$ cat config.mk
export PLATFORM = sky130hd
export DESIGN_NAME = ntt16_stream_ctrl
export DESIGN_NICKNAME = d
export VERILOG_FILES = /design/src/rtl/ntt16_pkg.sv /design/src/rtl/ntt16_lane_buf.sv /design/src/rtl/ntt16_stream_ctrl.sv
export SDC_FILE = /design/constraint.sdc
export NUM_CORES = 1
export LEC_CHECK = 0
export CAP_MARGIN = 40
export CORE_UTILIZATION = 40
export CTS_BUF_LIST = sky130_fd_sc_hd__clkbuf_16
export DETAILED_ROUTE_END_ITERATION = 7
export PLACE_DENSITY = 0.68
export SETUP_SLACK_MARGIN = 0.3
export SLEW_MARGIN = 30
export SYNTH_ARGS = -nofsm -noshare
export SYNTH_HDL_FRONTEND = slang
export SYNTH_SLANG_ARGS = --single-unit
$ cat constraint.sdc
create_clock -name clk -period 6 [get_ports clk]
set_input_delay 0.9 -clock clk [delete_from_list [all_inputs] [get_ports clk]]
set_output_delay 0.9 -clock clk [all_outputs]
set_load 0.01 [all_outputs]
$ cat src/rtl/ntt16_pkg.sv
// Shared constants, mode encodings and FSM state type for the 16-point
// transform stream controller.
package ntt16_pkg;

    localparam int NTT16_N = 16;
    localparam int NTT16_W = 16;
    localparam int NTT16_Q = 17;

    localparam logic MODE_NTT  = 1'b0;
    localparam logic MODE_INTT = 1'b1;

    typedef enum logic [1:0] {
        IDLE,
        LOAD,
        WAIT,
        UNLOAD
    } state_t;

endpackage

$ cat src/rtl/ntt16_lane_buf.sv
// 16-lane register bank: indexed write, parallel load, parallel and indexed read.
// Parallel load takes priority over the indexed write.
module ntt16_lane_buf
    import ntt16_pkg::*;
#(
    parameter int W  = NTT16_W,
    parameter int N  = NTT16_N,
    parameter int IW = $clog2(N)
) (
    input  logic            clk,
    input  logic            rst,
    input  logic            wr_en,
    input  logic [IW-1:0]   wr_idx,
    input  logic [W-1:0]    wr_data,
    input  logic            ld_en,
    input  logic [N*W-1:0]  ld_data,
    input  logic [IW-1:0]   rd_idx,
    output logic [W-1:0]    rd_data,
    output logic [N*W-1:0]  par_data
);

    logic [N-1:0][W-1:0] lane;

    always_ff @(posedge clk) begin
        if (rst) begin
            lane <= '0;
        end else if (ld_en) begin
            lane <= ld_data;
        end else if (wr_en) begin
            lane[wr_idx] <= wr_data;
        end
    end

    assign par_data = lane;
    assign rd_data  = lane[rd_idx];

endmodule

$ cat src/rtl/ntt16_stream_ctrl.sv
// Deserialises a word stream onto the 16-lane core bus, waits out the core
// latency, captures the results and serialises them back out.
//   state  | meaning
//   IDLE   | waiting for lane 0 of a frame
//   LOAD   | accepting lanes 1..15
//   WAIT   | bus held stable for CORE_LAT cycles
//   UNLOAD | streaming captured results
module ntt16_stream_ctrl
    import ntt16_pkg::*;
#(
    parameter int W        = NTT16_W,
    parameter int N        = NTT16_N,
    parameter int Q        = NTT16_Q,
    parameter int CORE_LAT = 2
) (
    input  logic            clk,
    input  logic            rst,
    input  logic            s_valid,
    output logic            s_ready,
    input  logic [W-1:0]    s_data,
    input  logic            s_mode,
    output logic            m_valid,
    input  logic            m_ready,
    output logic [W-1:0]    m_data,
    output logic [3:0]      m_index,
    output logic            m_last,
    output logic            m_err,
    output logic            core_mode,
    output logic [N*W-1:0]  core_din,
    input  logic [N*W-1:0]  core_dout,
    output logic            busy
);

    localparam int CW = (CORE_LAT > 1) ? $clog2(CORE_LAT) : 1;

    state_t         state, state_nx;
    logic [3:0]     wr_idx, rd_idx, in_idx;
    logic [CW-1:0]  cnt;
    logic           frame_err;
    logic           s_fire, m_fire, capture, word_bad;
    logic [W-1:0]   in_rd_unused;
    logic [N*W-1:0] out_par_unused;

    assign s_fire   = s_valid & s_ready;
    assign m_fire   = m_valid & m_ready;
    assign capture  = (state == WAIT) && (cnt == CW'(CORE_LAT - 1));
    assign word_bad = (s_data >= W'(Q));
    assign in_idx   = (state == IDLE) ? 4'd0 : wr_idx;

    always_ff @(posedge clk) begin
        if (rst) begin
            state <= IDLE;
        end else begin
            state <= state_nx;
        end
    end

    always_comb begin
        state_nx = state;
        case (state)
            IDLE:    if (s_fire) state_nx = LOAD;
            LOAD:    if (s_fire && wr_idx == 4'(N - 1)) state_nx = WAIT;
            WAIT:    if (capture) state_nx = UNLOAD;
            UNLOAD:  if (m_fire && rd_idx == 4'(N - 1)) state_nx = IDLE;
            default: state_nx = IDLE;
        endcase
    end

    always_comb begin
        s_ready = (state == IDLE) || (state == LOAD);
        m_valid = (state == UNLOAD);
        busy    = (state != IDLE);
        m_last  = (state == UNLOAD) && (rd_idx == 4'(N - 1));
    end

    // Index counters wrap 15 -> 0, leaving them at 0 between frames.
    always_ff @(posedge clk) begin
        if (rst) begin
            wr_idx    <= '0;
            rd_idx    <= '0;
            cnt       <= '0;
            frame_err <= 1'b0;
            m_err     <= 1'b0;
            core_mode <= MODE_NTT;
        end else begin
            if (s_fire) begin
                if (state == IDLE) begin
                    core_mode <= s_mode;
                    frame_err <= word_bad;
                    wr_idx    <= 4'd1;
                end else begin
                    frame_err <= frame_err | word_bad;
                    wr_idx    <= wr_idx + 4'd1;
                end
            end
            if (state == WAIT) begin
                cnt <= capture ? '0 : cnt + CW'(1);
            end
            if (capture) begin
                m_err  <= frame_err;
                rd_idx <= '0;
            end else if (m_fire) begin
                rd_idx <= rd_idx + 4'd1;
            end
        end
    end

    ntt16_lane_buf #(.W(W), .N(N)) u_in_lanes (
        .clk      (clk),
        .rst      (rst),
        .wr_en    (s_fire),
        .wr_idx   (in_idx),
        .wr_data  (s_data),
        .ld_en    (1'b0),
        .ld_data  ('0),
        .rd_idx   (4'd0),
        .rd_data  (in_rd_unused),
        .par_data (core_din)
    );

    ntt16_lane_buf #(.W(W), .N(N)) u_out_buf (
        .clk      (clk),
        .rst      (rst),
        .wr_en    (1'b0),
        .wr_idx   (4'd0),
        .wr_data  ('0),
        .ld_en    (capture),
        .ld_data  (core_dout),
        .rd_idx   (rd_idx),
        .rd_data  (m_data),
        .par_data (out_par_unused)
    );

    assign m_index = rd_idx;

endmodule

==> After elaboration in Yosys (flattened, before gate mapping) <==
Cells that the tools add are included.
{ "word_totals": {"in_bits": 277, "register_bits": 526} }
{ "op_classes": {"n_bitwise": 3, "order_cmp": 4, "mux": 14, "reduce_logical": 11, "addsub": 3, "eq_ne": 9} }
{ "ops": {"columns": ["operator", "count"], "rows": [
  ["bitwise mux 256 bit", 1],
  ["binary-select mux 16 bit (select 4 bit)", 1],
  ["demux 16 bit (select 4 bit)", 1],
  ["two-way mux 16 bit", 2],
  [">= comparator 16 x 5 -> 1 bit, second input constant", 1],
  ["< comparator 4 x 5 -> 1 bit, second input constant", 2],
  ["adder 4 x 1 -> 4 bit, second input constant", 2],
  ["equality test 4 bit, second input constant", 2],
  ["two-way mux 2 bit", 4],
  ["two-way mux 4 bit", 2],
  ["case mux 2 bit (4 select lines)", 1],
  ["inequality test 2 bit, second input constant", 3],
  ["logical AND 1 bit", 5],
  ["equality test 2 bit, second input constant", 2],
  [">= comparator 4 x 1 -> 1 bit, second input constant", 1],
  ["AND reduction 4 bit", 1],
  ["bitwise AND 1 bit", 2],
  ["equality test 2 x 1 -> 1 bit, second input constant", 1],
  ["logical NOT 2 bit", 1],
  ["two-way mux 1 bit", 2],
  ["inequality test 2 x 1 -> 1 bit, second input constant", 1],
  ["AND reduction 2 bit", 1],
  ["nonzero test 2 bit", 1],
  ["OR reduction 2 bit", 1],
  ["other kinds (3)", 3]
]} }

==> Logic depth before layout (Yosys ltp) <==
{ "depth": {"depth_word": 7, "ltp_mapped": 9, "depth_no_buf": 6} }

==> By module <==
A second synthesis with hierarchy kept.
{ "unflattened": {"hier_cells": 3413, "hier_area_um2": 28787.6} }
{ "modules_own_cells": {"columns": ["module", "area_each_um2", "cells_per_inst", "instances"], "rows": [
  ["ntt16_lane_buf", 13993.4, 1660, 2],
  ["ntt16_stream_ctrl", 800.8, 93, 1]
]} }

==> Worst setup path before layout <==
OpenSTA, ideal clock, no wires.
{ "synth_path": {"kind": "register to output", "startpoint": "reg rd_idx[0] (netlist: m_index[0])", "endpoint": "out m_data[10]", "path_stages_with_launch": 6, "slack_ns": 3.295, "n_path_buf": 2, "arrival_ns": 1.805, "path_cell_list": "dfxtp_1 > buf_2 > buf_2 > mux4_2 > a22oi_1 > nand2_1"} }
{ "synth_between": {"elab_chain_len": 2} }
{ "synth_lines": {"columns": ["element", "line_no", "text"], "rows": [
  ["from (decl)", "ntt16_stream_ctrl.sv:37", "logic [3:0] wr_idx, rd_idx, in_idx;"],
  ["from (signal assigned)", "ntt16_stream_ctrl.sv:103", "rd_idx <= rd_idx + 4'd1;"],
  ["binary-select mux 16 bit (select 4 bit)", "ntt16_lane_buf.sv:35", "assign rd_data = lane[rd_idx];"],
  ["two-way mux 16 bit (implied by the code)", "ntt16_lane_buf.sv:35", null],
  ["to (decl)", "ntt16_stream_ctrl.sv:24", "output logic [W-1:0] m_data,"]
]} }
Every way passes these cells. The select of a mux whose other input is x is not followed.

==> Final worst setup path <==
{ "layout_path": {"startpoint": "reg rd_idx[0] (netlist: m_index[0])", "endpoint": "out m_data[4]"} }
Same word-level chain as after synthesis.

==> metrics.csv <==
metric,value,unit
synth top area cells,"dfxtp_1 51%, nand2_1 12%, mux2i_1 10%, a21oi_1 7.6%, mux4_2 7.0%",
CTS Hold Bufs,0,
routed length on met2,34300,um
dpl hpwl,50200,um
length of routed met3 wiring,6980,um
Worst setup SP type,flip-flop,
TritonCTS clock tree,yes,
min-delay worst type,flip-flop to flip-flop,
Yosys reg bits,526,
worst-margin pin slew,845,ps
Async SR Flop Fraction,0,%
fin crit period,4130,ps
share of the synthesized area in the top cell type,50.9,%
number of enable flip-flop cells after synthesis,0,
vias,18000,
"area leader, netlist",dfxtp_1,
number of max-cap violations,0,
wire per inst,21.1,um
pwr dens,266,mW/mm^2
vias in the first global route,18000,
CTS H-tree depth,2,
relative slew slack,43.6,%
Worst EP arrival,3230,ps
layout cells sized above 1,7.41,%
initial core utilization,40.9,%
Critical Path RT,5100,ps
DRT iter0 DRCs,1226,
routability congestion estimate,0.886,
DR vias/cell,5.23,
pin count of the biggest net entering global routing,240,
CP Capture Type,output port,
post-CTS resize count,0,
die area,0.0526,mm^2
crit-path max FO,25,
"commonest cells after routing, fill and taps aside","634 x nand2_1, 555 x clkdlybuf4s50_1, 524 x dfxtp_1",
fin nets,3007,
ys flop type,dfxtp_1,
Final period util,68.8,%
Routed met1 length,27600,um
Final Hold Viols,0,
Synth cell types,46,
clock buffer depth,3,
Initial DRT Pass Iterations,6,
Sink Count,526,
Peak Freq,242,MHz
Util after Layout,55.9,%
Setup-failing EPs final,0,
Layout area overhead,36.8,%
Pins Over Slew Limit,0,
worst vdd ir,0.238,mV
routed wire length,72600,um
"most common cell after layout, fill and taps aside",nand2_1,
global route total overflow,0,
setup TNS,0,ps
DRT antenna net count,0,
Syn. warnings,0,
Num CTS Buffers,55,
Core Area,0.0506,mm^2
Root Buffer,clkbuf_16,
"Cell Area, Synth",0.0207,mm^2
RSZ-0062 raised after global routing,false,
Syn Nets,2553,
register area share after synthesis,50.9,%
first-pass GRT wire length,108000,um
clk_skew,18.4,ps
post-synthesis area per instance,9.11,um^2
I/O pin cnt,559,
Cells after Synth,2269,
Die Wd,229,um
max layer used,met5,
status,completed,
Non-Filler Instances,3442,
die height,229,um
critical path class,flip-flop to output port,
IO Port Bufs,558,
postcts setup bufs,0,
site row count,82,
"Reg clk slew, reported paths",60,ps
antenna violations before repair,14,
final routed DRC violation total,0,
Cell Count Post-Placement,3333,
P_leak,10.7,nW
Skew-Pair Late Insertion Delay,600,ps
Total Routing Usage GR,26.8,%
-- stage by stage --
stage | hold WS, ps | total power (W) | area (um^2) | setup slack, ps
floorplan | 432 | 0.00409 | 20700 | 3300
CTS | 451 | 0.00759 | 28200 | 1560
detailed placement | 443 | 0.00449 | 26600 | 2210
global placement | 439 | 0.00447 | 26500 | 2230
finish | 452 | 0.00753 | 28300 | 1870
global route | 470 | 0.00781 | 28300 | 1770
-- power by group --
part           switching (W)  total [W]  internal (W)  leakage, nW
clock                0.00142    0.00311       0.00168        0.822
sequential         0.0000560    0.00362       0.00357         4.24
combinational       0.000419   0.000806      0.000388         5.60
total                0.00190    0.00753       0.00564         10.7
-- cell type report --
cell class | instances | area, um^2
antenna | 5 | 12.5
clock buffer | 56 | 1400
clock inverter | 43 | 209
fill | 4446 | 22300
inverter | 4 | 15.0
multi-input combinational | 1538 | 9230
sequential | 526 | 10500
tap | 672 | 841
timing repair buffer | 598 | 6050
-- per-layer routing --
| layer | vias to the layer above | global-route usage (%) |
|---|---|---|
| li1 | 8487 | - |
| met1 | 8582 | 31.0 |
| met2 | 735 | 44.2 |
| met3 | 182 | 8.63 |
| met4 | 18 | 13.7 |
| met5 | - | 0 |
-- critical path, cell delays in order, from the launching register on --
cell and delay (ps):
dfxtp_4 570, buf_12 280, mux4_2 580, a22oi_1 490
nand2_1 180, clkdlybuf4s50_1 510
-- cells in the mapped netlist, types with 3 or more instances --
cell      number
a22oi_1       32
mux4_2        64
nand2_1      635
nor2b_1        4
inv_1          4
nand3_1        4
nand4_1        7
nand3_2        6
mux2i_1      209
nor3_1         4
and4_1         4
nor2_1       211
buf_6          6
buf_4         16
ha_1           7
dfxtp_1      526
xor2_1         4
o211ai_2       3
a21oi_1      313
buf_2         42
clkbuf_1     133
-- state kept, by name, indices dropped and copies added (netlist names) --
register,cells
core_mode,1
frame_err,1
wr_idx,4
u_in_lanes.par_data,256
m_index,4
u_out_buf.par_data,256
state,2
m_err,1
cnt,1
-- path summary, 6_finish.rpt --
check | startpoint | to | slack [ps] | cells past startpoint
worst max-delay path | m_index[0] | m_data[4] | 1870 | 5
worst min-delay path | u_out_buf.par_data[170] | u_out_buf.par_data[170] | 450 | 2
worst max register to register | state[0] | u_in_lanes.par_data[25] | 3300 | 7
worst min register to register | u_out_buf.par_data[170] | u_out_buf.par_data[170] | 450 | 2
-- cell families (layout without fill, tap and decap cells) --
kind of cell | count (synthesis) | count (layout) | synth area share, %
AOI/OAI and AO/OA | 359 | 359 | 9.45
xor gates and xnor gates | 5 | 5 | 0.212
adders and majority gates | 7 | 7 | 0.424
buffers and inverters | 205 | 701 | 4.59
DFF | 526 | 526 | 50.9
muxes | 273 | 273 | 17.1
other | 0 | 5 | 0
and+or+nand+nor | 894 | 894 | 17.3
(Power assumes the default switching activity.)
